[src/rtl/imm_gen_pipe.sv]
// rtl/imm_gen_pipe.sv - RV32 immediate decoder feeding a 2-entry in-order output buffer
//
// Purpose:
//   Decodes the immediate field of an RV32 base instruction word combinationally.
//   On each input transfer it writes the immediate, the format code and an illegal
//   flag into a 2-entry in-order buffer. The oldest buffered entry drives the outputs
//   directly from registers. The block also keeps a saturating count of accepted
//   instructions whose opcode has no immediate format.
//
// Parameters:
//   XLEN    - width of out_imm (32 or 64)
//   SEXT_EN - 1: sign-extend immediates, 0: zero-extend (legacy mode)
//   CNT_W   - width of illegal_cnt
//
// Ports:
//   clk         in   sole clock, rising edge
//   rst         in   asynchronous active-high reset
//   in_valid    in   in_instr is valid
//   in_ready    out  buffer can accept in_instr this cycle
//   in_instr    in   32-bit instruction word
//   out_valid   out  buffer holds at least one entry
//   out_ready   in   consumer takes the oldest entry this cycle
//   out_imm     out  decoded immediate of the oldest entry
//   out_fmt     out  format code (0 NONE, 1 I, 2 S, 3 B, 4 U, 5 J)
//   out_illegal out  oldest entry's opcode has no immediate format
//   illegal_cnt out  saturating count of accepted illegal instructions

module imm_gen_pipe #(
  parameter int XLEN    = 32,
  parameter int SEXT_EN = 1,
  parameter int CNT_W   = 16
) (
  input  logic             clk,
  input  logic             rst,
  input  logic             in_valid,
  output logic             in_ready,
  input  logic [31:0]      in_instr,
  output logic             out_valid,
  input  logic             out_ready,
  output logic [XLEN-1:0]  out_imm,
  output logic [2:0]       out_fmt,
  output logic             out_illegal,
  output logic [CNT_W-1:0] illegal_cnt
);

  typedef enum logic [2:0] {
    FMT_NONE = 3'd0,
    FMT_I    = 3'd1,
    FMT_S    = 3'd2,
    FMT_B    = 3'd3,
    FMT_U    = 3'd4,
    FMT_J    = 3'd5
  } fmt_e;

  localparam logic SX = (SEXT_EN != 0);

  fmt_e            dec_fmt;
  logic [31:0]     raw32;
  logic [XLEN-1:0] dec_imm;

  // raw32 holds the immediate already extended to 32 bits; the fill bit is
  // gated by SX so zero-extension falls out of the same expressions.
  always_comb begin
    dec_fmt = FMT_NONE;
    raw32   = '0;
    case (in_instr[6:0])
      7'b0010011, 7'b0000011, 7'b1100111: begin
        dec_fmt = FMT_I;
        raw32   = {{20{SX & in_instr[31]}}, in_instr[31:20]};
      end
      7'b0100011: begin
        dec_fmt = FMT_S;
        raw32   = {{20{SX & in_instr[31]}}, in_instr[31:25], in_instr[11:7]};
      end
      7'b1100011: begin
        dec_fmt = FMT_B;
        raw32   = {{19{SX & in_instr[31]}}, in_instr[31], in_instr[7],
                   in_instr[30:25], in_instr[11:8], 1'b0};
      end
      7'b0110111, 7'b0010111: begin
        dec_fmt = FMT_U;
        raw32   = {in_instr[31:12], 12'b0};
      end
      7'b1101111: begin
        dec_fmt = FMT_J;
        raw32   = {{11{SX & in_instr[31]}}, in_instr[31], in_instr[19:12],
                   in_instr[20], in_instr[30:21], 1'b0};
      end
      default: ;
    endcase
  end

  // Bit 31 of raw32 is the true sign for every format (U included), so the
  // upper half on a 64-bit datapath replicates it when sign-extending.
  generate
    if (XLEN > 32) begin : g_wide
      assign dec_imm = {{(XLEN-32){SX & raw32[31]}}, raw32};
    end else begin : g_narrow
      assign dec_imm = raw32;
    end
  endgenerate

  logic [XLEN-1:0] imm_q [2];
  logic [2:0]      fmt_q [2];
  logic            ill_q [2];
  logic            wr_ptr;
  logic            rd_ptr;
  logic [1:0]      count;
  logic            in_fire;
  logic            out_fire;
  logic            dec_illegal;

  assign dec_illegal = (dec_fmt == FMT_NONE);
  assign in_ready    = ~rst & (count != 2'd2);
  assign out_valid   = (count != 2'd0);
  assign in_fire     = in_valid & in_ready;
  assign out_fire    = out_valid & out_ready;

  assign out_imm     = imm_q[rd_ptr];
  assign out_fmt     = fmt_q[rd_ptr];
  assign out_illegal = ill_q[rd_ptr];

  always_ff @(posedge clk or posedge rst) begin
    if (rst) begin
      imm_q[0] <= '0;
      imm_q[1] <= '0;
      fmt_q[0] <= '0;
      fmt_q[1] <= '0;
      ill_q[0] <= 1'b0;
      ill_q[1] <= 1'b0;
      wr_ptr   <= 1'b0;
      rd_ptr   <= 1'b0;
      count    <= 2'd0;
    end else begin
      if (in_fire) begin
        imm_q[wr_ptr] <= dec_imm;
        fmt_q[wr_ptr] <= dec_fmt;
        ill_q[wr_ptr] <= dec_illegal;
        wr_ptr        <= ~wr_ptr;
      end
      if (out_fire) begin
        rd_ptr <= ~rd_ptr;
      end
      case ({in_fire, out_fire})
        2'b10:   count <= count + 2'd1;
        2'b01:   count <= count - 2'd1;
        default: ;
      endcase
    end
  end

  always_ff @(posedge clk or posedge rst) begin
    if (rst) begin
      illegal_cnt <= '0;
    end else if (in_fire && dec_illegal && (illegal_cnt != {CNT_W{1'b1}})) begin
      illegal_cnt <= illegal_cnt + {{(CNT_W-1){1'b0}}, 1'b1};
    end
  end

endmodule

[config.mk]
export PLATFORM = sky130hd
export DESIGN_NAME = imm_gen_pipe
export DESIGN_NICKNAME = d
export VERILOG_FILES = /design/src/rtl/imm_gen_pipe.sv
export SDC_FILE = /design/constraint.sdc
export NUM_CORES = 1
export LEC_CHECK = 0
export BUFFER_PORTS_ARGS = -buffer_cell sky130_fd_sc_hd__buf_2
export CORE_MARGIN = 2
export CORE_UTILIZATION = 49
export DETAILED_ROUTE_END_ITERATION = 10
export GPL_TIMING_DRIVEN = 0
export HOLD_SLACK_MARGIN = 0.03
export PLACE_DENSITY = 0.75
export SYNTH_ARGS = -nofsm -noshare
export SYNTH_HDL_FRONTEND = slang
export SYNTH_SLANG_ARGS = --single-unit
[constraint.sdc]
create_clock -name clk -period 2.7 [get_ports clk]
set_input_delay 0.405 -clock clk [delete_from_list [all_inputs] [get_ports clk]]
set_output_delay 0.405 -clock clk [all_outputs]
set_load 0.1 [all_outputs]
# Yosys cells after proc, flatten, opt, wreduce, memory -nomap -nowiden
# Index checks and enable logic that the tools add are counted.
# W data, S select, Z words.
# totals
word_cells	65
input_bits	36
reg_bits	92
# classes
n_mux	21
magnitude_cmp	3
n_bitwise	8
n_eq_ne	12
addsub	3
reduce_logical	8
# op_table
cell	n
$pmux W32 S5	1
$mux W32	4
$bwmux W64	1
$demux W32 S1	1
$eq A7 B7 Y1 const B	3
$add A16 B1 Y16 const B	1
$ne A16 B16 Y1 const B	1
$pmux W3 S5	1
$eq A7 B5 Y1 const B	2
$eq A7 B6 Y1 const B	2
$mux W3	4
$eq A7 B2 Y1 const B	1
$bwmux W6	1
$ge A2 B2 Y1 const B	2
$mux W1	4
$not A1 Y2	2
$pmux W2 S2	1
$reduce_bool A2 Y1	2
$and A1 B1 Y1	3
$demux W3 S1	1
$logic_and A1 B1 Y1	3
$logic_not A3 Y1	1
$not A1 Y1	3
$reduce_or A3 Y1	1
9 further kinds	9

# Longest topological paths before layout
# Gate-level depths: netlist (run 1).
# depth
depth_word	6
ltp_mapped	8
mapped_depth_nobuf	7

# Worst setup path after synthesis (run 1)
# Ideal clock, no wire load.
# synth_timing
path_kind	register -> register
startpoint	register illegal_cnt[0]
endpoint	register illegal_cnt[14]
path_slack_ns	0.380
period_less_slack_ns	2.320
stages_incl_launch_ff	7
arrival_ns	2.158
cell_sequence	dfrtp_1 > ha_1 > nand3_1 > nor3_1 > nand4_1 > nor3_1 > xor2_1
# synth_between
elab_chain_len	2
# synth_rtl
item	line	source
start: declaration	43	output logic [CNT_W-1:0] illegal_cnt
start signal: assignment	156	illegal_cnt <= illegal_cnt + {{(CNT_W-1){1'b0}}, 1'b1};
branches (longest 2 deep; another with $add A16 B1 Y16)	-	
# Parallel ways; which one is timed is not known.
# A chain may end at the register's enable or synchronous reset.

# Worst setup path after layout (run 1)
# layout_timing
startpoint	register rd_ptr
endpoint	output port out_fmt[0]
# layout_between
elab_chain_len	4
# layout_rtl
item	line	source
start: declaration	107	logic rd_ptr;
start signal: assignment	142	rd_ptr <= ~rd_ptr;
$not A1 Y2 (not written as such)	120	assign out_fmt = fmt_q[rd_ptr];
$mux W3 (not written as such) (3 in a row)	120	
end: declaration	41	output logic [2:0] out_fmt,
# No other way between the ends. The select of a mux whose other input is x is not followed.

==> results of run 1 <==
==> stage by stage <==
step	utilization (%)	instance area [um^2]
after floorplan	-	4370
after global placement	57.0	4940
after detailed placement	57.4	4980
after CTS	60.1	5220
after global routing	60.1	5220
final	60.1	5220
==> routing by layer <==
layer	part of all wire (%)	track usage, %
met1	42	29.6
met4	2.1	9.80
met3	5.8	4.82
met5	0	0
met2	50	36.7
==> synthesized netlist by cell type (3+ instances only) <==
master	count	area (um^2)
clkbuf_1	20	75.1
and3_1	5	31.3
buf_4	3	22.5
o21ai_0	41	205
mux2_2	39	439
xnor2_1	11	96.3
nand2_1	68	255
a221o_1	16	160
nor3_1	5	25.0
nand3_1	5	25.0
xor2_1	8	70.1
o21ai_1	14	70.1
dfrtp_1	92	2300
a22oi_1	15	113
nor2_1	11	41.3
nand4_1	10	62.6
==> cell families after synthesis <==
group                    synth area share (%)
buffers and inverters                    2.52
multiplexers                             10.5
flip-flops                               52.7
AO/OA/AOI/OAI                            13.8
AND/OR/NAND/NOR                          16.1
XOR/XNOR                                 3.81
adder cells (fa/ha/maj)                 0.572
==> final cells by class <==
| cell class | instances | share of cell area (%) |
|---|---|---|
| Buffer | 23 | 1.97 |
| Clock buffer | 9 | 2.38 |
| Clock inverter | 7 | 2.04 |
| Inverter | 2 | 0.216 |
| Multi-Input combinational cell | 285 | 37.5 |
| Sequential cell | 92 | 44.1 |
| Tap cell | 108 | 2.59 |
| Timing Repair Buffer | 89 | 9.12 |
==> final timing paths <==
kind | start | to | slack, ns | cells past startpoint
setup / recovery | rd_ptr | out_fmt[0] | 0.21 | 3
hold / removal | rst | illegal_cnt[7] | 0.04 | 2
setup reg to reg | count[0] | imm_q[0] | 0.55 | 5
hold reg to reg | imm_q[55] | imm_q[55] | 0.48 | 2
max in group asynchronous | rst | imm_q[1] | 1.88 | 4
min in group clk | in_instr[18] | imm_q[50] | 0.29 | 2
==> where the power goes <==
| part | internal [W] | switching [W] | leakage [nW] |
|---|---|---|---|
| combinational | 0.000452 | 0.00149 | 1.20 |
| clock | 0.000538 | 0.000524 | 0.116 |
| sequential | 0.00158 | 0.000170 | 1.25 |
| total | 0.00257 | 0.00218 | 2.57 |
==> critical path: stages (launching register included) <==
cell and delay, ns:
dfrtp_1 0.65, clkbuf_2 0.37, mux2_2 0.40, buf_2 0.30
==> sequential cells by signal (all words and copies together) (netlist names) <==
name and count:
imm_q 64, illegal_cnt 16, fmt_q 6, count 2, ill_q 2, rd_ptr 1, wr_ptr 1
==> impl_metrics.py, run 1 <==
metrics = {
    "synth": {
        "synth_area_um2": 4370,
        "async_flop_share_pct": 100,
        "synth_ff_type": "dfrtp_1",
        "synth_nets": 441,
        "yosys_warnings": 0,
        "ys_ff_latch": 92,
        "syn_area_per_cell_um2": 10.8,
        "synth_edf_count": 0,
        "ys_types": 44,
        "syn_inst": 403,
        "synth-seq-area-share_pct": 52.7,
    },
    "global_routing": {
        "grt_pass1_vias": 3513,
        "antenna_found_initial": 0,
        "grt_max_degree": 43,
        "grt_overflow_total": 0,
        "grt_pass1_wl_um": 17400,
        "grt_usage_pct": 22.6,
    },
    "worst_setup_path": {
        "crit_path_end_kind": "primary output",
        "start_kind": "register",
        "worst_ep_required_time_ns": 2.30,
        "path_max_fanout": 10,
        "path_class": "reg -> out",
        "arrival_ns": 2.08,
    },
    "floorplan": {
        "die_h_um": 98.4,
        "start_util_pct": 50.4,
        "boundaryPins": 90,
        "rows": 34,
        "die_x_um": 98.4,
        "design.core.area_um2": 8680,
        "die-area_um2": 9690,
    },
    "sta": {
        "fin_crit_ns": 2.49,
        "finalSetupViolCount": 0,
        "setup_tns_ns": 0,
        "fin_crit_sh_pct": 92.1,
        "worst_slack_ns": 0.212,
        "finalMaxSlewViolations": 0,
        "hold_slack_ns": 0.0417,
        "worst_pin_slew_ns": 0.779,
        "rsz0062_at_grt": "no",
        "hold_violations": 0,
        "clock.fmax_mhz": 402,
        "skew_ns": 0.00935,
        "maxSlewHeadroom_pct": 47.7,
    },
    "routing": {
        "routedWlPerCell_um": 17.3,
        "drtIter0Drc": 202,
        "drt_wl_total_um": 10600,
        "viasPerCell": 5.71,
        "first_pass_iters": 4,
        "ant_nets": 0,
        "vias": 3512,
        "drcViolationCount": 0,
    },
    "cells_and_area": {
        "seq_area_um2": 2300,
        "layout_commonest_cell": "dfrtp_1",
        "multi_input_area_um2": 1960,
        "area_growth_pct": 19.3,
        "n_antenna_cell": 0,
        "fillCellCount": 744,
        "most-common-layout-cells": "92 x dfrtp_1, 88 x buf_2, 68 x nand2_1, 41 x o21ai_0, 39 x mux2_2",
        "nNetsFinal": 540,
        "fin_cells": 615,
        "post_route_cells_drive_above_1_share_pct": 32.0,
    },
    "placement": {
        "port_buffers": 87,
        "pre_cts_slack_ns": 0.202,
        "placed_cells": 600,
        "place_congestion": 0.943,
        "dp_hpwl_um": 7610,
    },
    "run_status": {
        "status": "finished clean",
    },
    "run": {
        "max_cap_violations": 0,
    },
    "clock_network": {
        "root_buffer": "clkbuf_8",
        "post_cts_buffers": 0,
        "cts_hold_buf": 0,
        "path_clk_slew_ns": 0.10,
        "cts_tree": "built",
        "clkSinkCount": 92,
        "worstSkewPairLatency_ns": 0.36,
        "post_cts_resize_count": 3,
        "numCtsBuffers": 9,
        "htreeDepth": 3,
        "cts_buffer_depth": 2,
    },
    "power_and_ir_drop": {
        "p_leak_nw": 2.57,
        "vdd_drop_max_uv": 867,
        "power_density_nw_per_um2": 911,
        "totalPowerFinal_w": 0.00475,
    },
    "worst_hold_path": {
        "hold_class": "in -> async",
    },
}
Power figures use the tool's default switching activity.
==> run 2, diff against run 1 <==
==> constraint.sdc (replaced) <==
create_clock -name clk -period 2.05 [get_ports clk]
set_input_delay 0.3075 -clock clk [delete_from_list [all_inputs] [get_ports clk]]
set_output_delay 0.3075 -clock clk [all_outputs]
set_load 0.1 [all_outputs]
==> run 2 against run 1 <==
Against the previous run:
- register-to-register slack lost 0.43 ns
- clock-buffer cell count increased by 3
- non-clock buffer count increased by 2
- hold slack improved by 0.16 ns
- critical path type unchanged
- combinational power grew 38%
- largest cell class unchanged
- total power is 32% higher
- worst setup slack got worse by 0.15 ns
- critical path depth stayed put
- design area grew 2.3%
- global-route usage rose by 0.40 points
- highest routed layer unchanged
==> impl_metrics.py, run 2 (synthesized netlist as in run 1, its figures left out) <==
metrics = {
    "run_status": {
        "status": "finished clean",
    },
    "clock_network": {
        "cts_tree": "built",
        "root_buffer": "clkbuf_8",
        "numCtsBuffers": 9,
        "clkSinkCount": 92,
        "path_clk_slew_ns": 0.09,
        "cts_buffer_depth": 2,
        "worstSkewPairLatency_ns": 0.35,
        "htreeDepth": 3,
    },
    "cells_and_area": {
        "n_antenna_cell": 0,
        "largest_register_ffs": 64,
        "reg_top3": "imm_q (64), illegal_cnt (16), fmt_q (6)",
        "most-common-layout-cells": "79 x dfrtp_1, 67 x nand2_1, 67 x buf_2, 41 x o21ai_0, 39 x mux2_2",
        "fin_area_um2": 5340,
        "largest_register": "imm_q",
        "area_growth_pct": 22.1,
        "post_route_cells_drive_above_1_share_pct": 37.9,
        "fillCellCount": 775,
        "nNetsFinal": 542,
        "fin_cells": 617,
        "layout_commonest_cell": "dfrtp_1",
    },
    "placement": {
        "port_buffers": 87,
        "place_congestion": 0.901,
        "placed_cells": 600,
        "placed_area_um2": 5000,
        "dp_hpwl_um": 7810,
    },
    "routing": {
        "drcViolationCount": 0,
        "routedWlPerCell_um": 17.5,
        "drt_wl_total_um": 10800,
        "viasPerCell": 5.74,
        "drtIter0Drc": 138,
        "ant_nets": 0,
        "first_pass_iters": 4,
        "vias": 3542,
    },
    "worst_setup_path": {
        "crit_path_end_kind": "primary output",
        "r2r_setup_slack_ns": 0.12,
        "arrival_ns": 1.68,
        "path_max_fanout": 10,
        "path_class": "reg -> out",
        "start_kind": "register",
        "worst_ep_required_time_ns": 1.74,
    },
    "global_routing": {
        "grt_pass1_vias": 3536,
        "grt_overflow_total": 0,
        "antenna_found_initial": 0,
        "grt_max_degree": 41,
        "grt_pass1_wl_um": 17900,
        "grt_usage_pct": 23.0,
    },
    "sta": {
        "setup_tns_ns": 0,
        "finalSetupViolCount": 0,
        "hold_slack_ns": 0.203,
        "fin_crit_ns": 1.99,
        "skew_ns": 0.0115,
        "clock.fmax_mhz": 503,
        "worst_pin_slew_ns": 0.585,
        "finalMaxSlewViolations": 0,
        "rsz0062_at_grt": "yes",
        "maxSlewHeadroom_pct": 60.8,
        "hold_violations": 0,
        "fin_crit_sh_pct": 96.9,
    },
    "floorplan": {
        "rows": 34,
        "design.core.area_um2": 8680,
        "die_h_um": 98.4,
        "boundaryPins": 90,
        "die-area_um2": 9690,
        "die_x_um": 98.4,
        "start_util_pct": 50.4,
    },
    "power_and_ir_drop": {
        "power_density_nw_per_um2": 1170,
        "totalPowerFinal_w": 0.00627,
        "p_leak_nw": 2.57,
        "vdd_drop_max_uv": 829,
    },
    "run": {
        "max_cap_violations": 0,
    },
    "worst_hold_path": {
        "hold_class": "in -> reg",
    },
}
run 2: cell count changes in the layout (fill, tap and decap cells not counted), sizes merged:
cell         before  now
clkinv            2    3
buf              93   76
clkbuf           28   49
bufinv            2    1
dlygate4sd3       0    1
inv               4    1
run 2: metal layers:
metal | GRT usage (%) | share of wire (%) | vias up
met4 | 8.32 | 1.5 | 0
met5 | 0 | 0 | -
li1 | - | - | 1661
met2 | 36.1 | 48 | 85
met3 | 4.68 | 4.1 | 14
met1 | 32.2 | 46 | 1782
run 2: power breakdown:
part           internal [W]  switching, W
clock              0.000671      0.000638
combinational      0.000663       0.00200
sequential          0.00209      0.000202
total               0.00342       0.00284
run 2: final cells by class:
class	count	area, um^2	area share [%]
buffer	23	120	2.25
inverter	2	11.3	0.211
clock buffer	12	165	3.10
clock inverter	4	56.3	1.06
tap	108	135	2.53
sequential	92	2320	43.5
timing repair buffer	91	546	10.2
multi-input combinational	285	1980	37.2
run 2: final timing paths:
check / end / cells past startpoint / startpoint
worst max-delay path: out_imm[27] / 3 / rd_ptr
worst min register to register: imm_q[28] / 2 / imm_q[28]
worst min-delay path: imm_q[19] / 2 / in_instr[19]
max in group asynchronous: illegal_cnt[13] / 4 / rst
worst max register to register: imm_q[44] / 5 / count[1]
min in group asynchronous: imm_q[16] / 3 / rst
run 2: worst max-delay path: stages, from the launching register on:
cell,delay [ns]
dfrtp_2,0.45
buf_4,0.21
mux2_2,0.24
buf_2,0.42
run 2: per-stage QoR:
stage	setup slack [ns]	util, %
2_1_floorplan	0.0141	-
3_3_place_gp	-0.318	57.2
3_5_place_dp	-0.336	57.6
4_1_cts	0.00480	60.6
5_1_grt	-0.0149	61.5
6_report	0.0632	61.5
run 2: timing repair:
action,in CTS,in global routing
hold endpoints to repair,14,0
hold buffers,1,0
gates cloned,0,0
endpoints found under the setup margin,52,97
resized for setup,13,40
setup buffers,1,0
